`config.mk`:
```
export PLATFORM = sky130hd
export DESIGN_NAME = freelist_ckpt
export DESIGN_NICKNAME = d
export VERILOG_FILES = /design/src/rtl/freelist_ckpt_pkg.sv /design/src/rtl/freelist_ckpt_bank.sv /design/src/rtl/freelist_ckpt.sv
export SDC_FILE = /design/constraint.sdc
export NUM_CORES = 1
export LEC_CHECK = 0
export BUFFER_PORTS_ARGS = -buffer_cell sky130_fd_sc_hd__buf_2
export CORE_MARGIN = 8
export CORE_UTILIZATION = 64
export DETAILED_ROUTE_END_ITERATION = 16
export GPL_TIMING_DRIVEN = 0
export PLACE_DENSITY = 0.82
export SLEW_MARGIN = 20
export SYNTH_ARGS = -nofsm -noshare
export SYNTH_HDL_FRONTEND = slang
export SYNTH_HIERARCHICAL = 1
export SYNTH_SLANG_ARGS = --single-unit
```
`constraint.sdc`:
```
create_clock -name clock -period 8.85 [get_ports clock]
set_clock_uncertainty 0.1 [all_clocks]
set_input_delay 2.2125 -clock clock [delete_from_list [all_inputs] [get_ports clock]]
set_output_delay 2.2125 -clock clock [all_outputs]
set_load 0.02 [all_outputs]
```
`src/rtl/freelist_ckpt_pkg.sv`:
```
// Shared constants and types for the checkpointed physical-register free list.
// Default configuration lives here; the top derives its own widths from its parameters.
package freelist_ckpt_pkg;

  localparam int unsigned DEF_WIDTH    = 2;
  localparam int unsigned DEF_PRF_SIZE = 64;
  localparam int unsigned DEF_ARF_SIZE = 32;
  localparam int unsigned DEF_NUM_CKPT = 4;

  localparam int unsigned FL_SIZE = DEF_PRF_SIZE - DEF_ARF_SIZE;
  localparam int unsigned PTR_W   = $clog2(FL_SIZE) + 1;
  localparam int unsigned TAG_W   = $clog2(DEF_PRF_SIZE);
  localparam int unsigned CKPT_W  = $clog2(DEF_NUM_CKPT);

  typedef logic [PTR_W-1:0]  fl_ptr_t;
  typedef logic [CKPT_W-1:0] ckpt_id_t;
  typedef logic [TAG_W-1:0]  tag_t;

endpackage

```
`src/rtl/freelist_ckpt_bank.sv`:
```
// Branch checkpoint storage: one registered write port, one combinational read port.
module freelist_ckpt_bank #(
  parameter int unsigned NumCkpt = 4,
  parameter int unsigned PtrW    = 6
) (
  input  logic                       clk_i,
  input  logic                       rst_i,
  input  logic                       we_i,
  input  logic [$clog2(NumCkpt)-1:0] wid_i,
  input  logic [PtrW-1:0]            wdata_i,
  input  logic [$clog2(NumCkpt)-1:0] rid_i,
  output logic [PtrW-1:0]            rdata_o
);

  logic [PtrW-1:0] slot_q [NumCkpt];
  logic [PtrW-1:0] slot_d [NumCkpt];

  always_comb begin
    slot_d = slot_q;
    if (we_i) slot_d[wid_i] = wdata_i;
  end

  always_ff @(posedge clk_i or posedge rst_i) begin
    if (rst_i) begin
      for (int unsigned i = 0; i < NumCkpt; i++) slot_q[i] <= '0;
    end else begin
      slot_q <= slot_d;
    end
  end

  assign rdata_o = slot_q[rid_i];

endmodule

```
`src/rtl/freelist_ckpt.sv`:
```
// Multi-lane circular free list of PRF tags with branch checkpoints and flush recovery.
module freelist_ckpt
  import freelist_ckpt_pkg::*;
#(
  parameter int unsigned WIDTH    = DEF_WIDTH,
  parameter int unsigned PRF_SIZE = DEF_PRF_SIZE,
  parameter int unsigned ARF_SIZE = DEF_ARF_SIZE,
  parameter int unsigned NUM_CKPT = DEF_NUM_CKPT
) (
  input  logic                                     clock,
  input  logic                                     reset,
  input  logic [WIDTH-1:0]                         disp_en,
  output logic [WIDTH-1:0][$clog2(PRF_SIZE)-1:0]   free_tag,
  output logic [WIDTH-1:0]                         free_valid,
  output logic [$clog2(PRF_SIZE-ARF_SIZE):0]       avail_cnt,
  input  logic [WIDTH-1:0]                         retire_en,
  input  logic [WIDTH-1:0][$clog2(PRF_SIZE)-1:0]   retire_tag,
  input  logic                                     ckpt_save,
  input  logic [$clog2(NUM_CKPT)-1:0]              ckpt_id,
  input  logic                                     restore_en,
  input  logic [$clog2(NUM_CKPT)-1:0]              restore_id,
  input  logic                                     flush_en,
  output logic                                     err
);

  localparam int unsigned FlSize = PRF_SIZE - ARF_SIZE;
  localparam int unsigned IdxW   = $clog2(FlSize);
  localparam int unsigned PtrW   = IdxW + 1;
  localparam int unsigned TagW   = $clog2(PRF_SIZE);

  // Advance a {wrap, index} pointer by k; the index wraps at FlSize, not 2^IdxW.
  function automatic logic [PtrW-1:0] ptr_add(logic [PtrW-1:0] p, int unsigned k);
    int unsigned s;
    logic        w;
    s = 32'(p[IdxW-1:0]) + k;
    w = p[PtrW-1];
    if (s >= FlSize) begin
      s = s - FlSize;
      w = ~w;
    end
    return {w, IdxW'(s)};
  endfunction

  function automatic logic [PtrW-1:0] ptr_diff(logic [PtrW-1:0] t, logic [PtrW-1:0] h);
    int unsigned d;
    d = 32'(t[IdxW-1:0]) - 32'(h[IdxW-1:0]);
    if (t[PtrW-1] != h[PtrW-1]) d = d + FlSize;
    return PtrW'(d);
  endfunction

  logic [TagW-1:0] entry_q [FlSize];
  logic [TagW-1:0] entry_d [FlSize];
  logic [PtrW-1:0] head_q, head_d, tail_q, tail_d;
  logic [PtrW-1:0] nhead, slot_rd, avail;
  logic            err_q, err_d;
  logic            underflow, overflow, ckpt_we;
  logic [PtrW-1:0] wptr;
  int unsigned     n_disp, n_ret, room;

  freelist_ckpt_bank #(
    .NumCkpt (NUM_CKPT),
    .PtrW    (PtrW)
  ) u_bank (
    .clk_i   (clock),
    .rst_i   (reset),
    .we_i    (ckpt_we),
    .wid_i   (ckpt_id),
    .wdata_i (nhead),
    .rid_i   (restore_id),
    .rdata_o (slot_rd)
  );

  always_comb begin
    avail = ptr_diff(tail_q, head_q);
    for (int unsigned i = 0; i < WIDTH; i++) begin
      free_valid[i] = 32'(avail) > i;
      free_tag[i]   = entry_q[ptr_add(head_q, i)];
    end
  end

  assign avail_cnt = avail;
  assign err       = err_q;

  always_comb begin
    n_disp    = 0;
    underflow = 1'b0;
    for (int unsigned i = 0; i < WIDTH; i++) begin
      if (disp_en[i]) begin
        if (free_valid[i]) n_disp = n_disp + 1;
        else               underflow = 1'b1;
      end
    end
    nhead = ptr_add(head_q, n_disp);

    // Room is judged against registered occupancy; excess retires are dropped.
    room     = FlSize - 32'(avail);
    n_ret    = 0;
    overflow = 1'b0;
    wptr     = tail_q;
    entry_d  = entry_q;
    for (int unsigned i = 0; i < WIDTH; i++) begin
      if (retire_en[i]) begin
        if (n_ret < room) begin
          wptr                      = ptr_add(tail_q, n_ret);
          entry_d[wptr[IdxW-1:0]]   = retire_tag[i];
          n_ret                     = n_ret + 1;
        end else begin
          overflow = 1'b1;
        end
      end
    end
    tail_d = ptr_add(tail_q, n_ret);

    ckpt_we = 1'b0;
    if (flush_en) begin
      head_d = {~tail_d[PtrW-1], tail_d[IdxW-1:0]};
    end else if (restore_en) begin
      head_d = slot_rd;
    end else begin
      head_d  = nhead;
      ckpt_we = ckpt_save;
    end

    err_d = err_q | overflow | (underflow & ~flush_en & ~restore_en);
  end

  always_ff @(posedge clock or posedge reset) begin
    if (reset) begin
      for (int unsigned i = 0; i < FlSize; i++) entry_q[i] <= TagW'(ARF_SIZE + i);
      head_q <= '0;
      tail_q <= {1'b1, {IdxW{1'b0}}};
      err_q  <= 1'b0;
    end else begin
      entry_q <= entry_d;
      head_q  <= head_d;
      tail_q  <= tail_d;
      err_q   <= err_d;
    end
  end

endmodule

```
==> results.json <==
{
  "vias": 13400,
  "critPathKind": "flop to flop",
  "dieArea_sq_mm": 0.0294,
  "antenna_left": 0,
  "yosys_warnings": 6,
  "coreArea_sq_mm": 0.0240,
  "hold_viol": 0,
  "hold_class": "flop to flop",
  "hpwl_um": 43000,
  "cts_sinks": 229,
  "synthCells": 1389,
  "worstMarginPinSlew_ps": 1270,
  "gr-total-overflow": 0,
  "setup-violations-final": 0,
  "ys_ff_latch": 229,
  "status": "finished, final reports clean",
  "clockBufferDepth": 3,
  "path_clk_slew_ps": 60,
  "worst_skew_pair.late_latency_ps": 530,
  "synthTopCellsByArea": "dfstp_2, dfrtp_1, mux4_2",
  "p_per_area_mw_per_mm2": 502,
  "postCtsSetupRepairBufs": 0,
  "cts_hold_buf": 0,
  "ys_types": 61,
  "synthArstFlopShare_pct": 100,
  "crit_path_top_delay_cell": "buf_1",
  "start_util_pct": 64.4,
  "hold_slack_ps": 376,
  "critPathBufInv": 4,
  "antenna_found_initial": 3,
  "place_congestion": 1.03,
  "post_cts_resized": 0,
  "die_w_um": 171,
  "fin_crit_ps": 7720,
  "fin_nets": 1509,
  "avgSynthCellArea_sq_um": 11.1,
  "routed_via_density": 7.41,
  "rows": 57,
  "avgRoutedWirePerCell_um": 33.5,
  "synth-seq-area-share_pct": 38.0,
  "drv_cap": 0,
  "ios": 46,
  "cp-start-kind": "flop",
  "crit_chain": "clkbuf_1 > clkbuf_1 > buf_1 > inv_1 > ha_1 > nor2b_1 > o221ai_1 > a21oi_1 > o211a_2 > mux2_4 > nand2_1 > and2_1 > ha_1 > nand2_1 > xor2_1 > o31ai_1 > nor2b_1 > nand2_1 > a21oi_1 > a31oi_1 > a2bb2oi_1",
  "endpoint_kind": "flop",
  "synth_nets": 1434,
  "layout.area.seq_sq_mm": 0.00587,
  "grt_pass1_vias": 13400,
  "drt_pass1_iterations": 6,
  "grt_start_max_net_pins": 75,
  "synth.top_cell.area_share_pct": 19.2,
  "p_leak_nw": 7.43,
  "cts-root-buf": "clkbuf_16",
  "drc": 0,
  "wirelength_um": 60500,
  "drive_above_1_share_pct": 31.9,
  "die_h_um": 171,
  "synth_area_leader_cell": "dfstp_2",
  "io_buffers": 42,
  "synth-edff-count": 0,
  "ir_drop_mv": 0.267,
  "fmax_mhz": 129,
  "cp_max_fo": 10,
  "arrival_ps": 8090,
  "synth_flop_cell": "dfrtp_1",
  "synth.most_common_cell": "nor2_1",
  "cpMostUsedCell": "nand2_1",
  "cp.required_ps": 9220,
  "num-fill-cells": 1788,
  "grt_usage_pct": 42.1,
  "area_growth_pct": 10.3,
  "slew_violations": 0,
  "syn_area_sq_mm": 0.0155,
  "htreeDepth": 1,
  "layout_setup_ws_ps": 1130,
  "fin_crit_sh_pct": 87.3,
  "grt_pass1_wl_um": 88000,
  "first_iter_violations": 2126,
  "crit_family": "buffers and inverters",
  "synth_common_cells": "nor2_1, a21oi_1, mux2i_1",
  "relSlewSlack_pct": 15.2,
  "rsz0062_at_grt": "no",
  "dp_slack_ps": 1540,
  "numCtsBuffers": 25,
  "critical-path-max-stage-delay_ps": 920,
  "cts_tree": "built",
  "multi_input_area_sq_mm": 0.00897
}
[routing by layer]
layer  vias up  track usage [%]  wire length [um]
met3       304             16.0              8590
met4         4             29.9              5200
met5         -                0                28
li1       5359                -                 -
met2      1143             60.3             25600
met1      6575             51.8             21100
[sequential cells by signal, summed over array words and instances, names as in the netlist]
register / count
entry_q: 192
err: 1
head_q: 6
tail_q: 6
u_bank/slot_q: 24
[per-stage QoR]
step | setup TNS [ps] | instances | util, % | area (sq um) | total power, W
floorplan | 0 | 1389 | - | 15500 | 0.00561
global placement | -131580 | 1755 | 66.9 | 16100 | 0.00707
detailed placement | 0 | 1761 | 67.5 | 16200 | 0.00722
CTS | 0 | 1806 | 70.9 | 17100 | 0.00833
global route | 0 | 1806 | 71.0 | 17100 | 0.00883
finish | 0 | 1807 | 71.0 | 17100 | 0.00856
[cells in the final DEF, fill, tap and decap left out, types with 6 or more instances in the layout]
master / n
clkbuf_1: 71
mux4_2: 126
a21oi_1: 187
inv_1: 21
buf_6: 9
o211ai_1: 22
buf_1: 6
a32oi_1: 20
mux2i_1: 131
xnor2_1: 10
nand3_1: 14
o21ai_4: 21
o21ai_0: 7
dfrtp_1: 116
clkbuf_2: 7
ha_1: 17
a31oi_1: 14
nand2b_1: 6
nor2_1: 192
dfstp_2: 113
xor2_1: 6
a2bb2oi_1: 33
mux2_2: 49
nand2_1: 91
clkbuf_16: 25
buf_4: 21
o211ai_2: 8
nor3_1: 8
buf_2: 57
[kinds of logic after synthesis]
family	count (synthesis)	share of synthesized area (%)
AOI/OAI and AO/OA	341	15.6
and+or+nand+nor	337	9.04
muxes	307	30.5
DFF	229	38.0
buffers and inverters	139	4.25
adders and majority gates	20	1.76
xor gates and xnor gates	16	0.906
[worst min-delay path: cells and delay by family (launching register included)]
kind	cells	cell delay [ps]
compound gates	1	50
simple gates	1	50
flops	1	370
[final cells by class]
cell class                      instances  share of cell area (%)
Timing Repair Buffer                   48                    1.80
Clock inverter                          5                   0.587
Multi-Input combinational cell       1021                    52.6
Buffer                                115                    3.39
Clock buffer                           40                    4.29
Inverter                               24                   0.572
Antenna cell                            1                  0.0147
Sequential cell                       229                    34.4
Tap cell                              324                    2.38
[final timing paths]
kind,startpoint,endpoint,slack [ps],cells after the start
worst max-delay path,head_q[1],entry_q[101],1130,21
worst min-delay path,entry_q[125],entry_q[125],380,2
worst max register to register,head_q[1],entry_q[101],1130,21
worst min register to register,entry_q[125],entry_q[125],380,2
max in group asynchronous,reset,entry_q[127],5880,4
min in group asynchronous,reset,entry_q[178],1650,2
[power by group]
part	internal (W)	switching, W	leakage [nW]
sequential	0.00177	0.000464	2.58
combinational	0.00212	0.00311	4.44
clock	0.000649	0.000446	0.406
No activity file was read; power rests on OpenSTA's default activity.
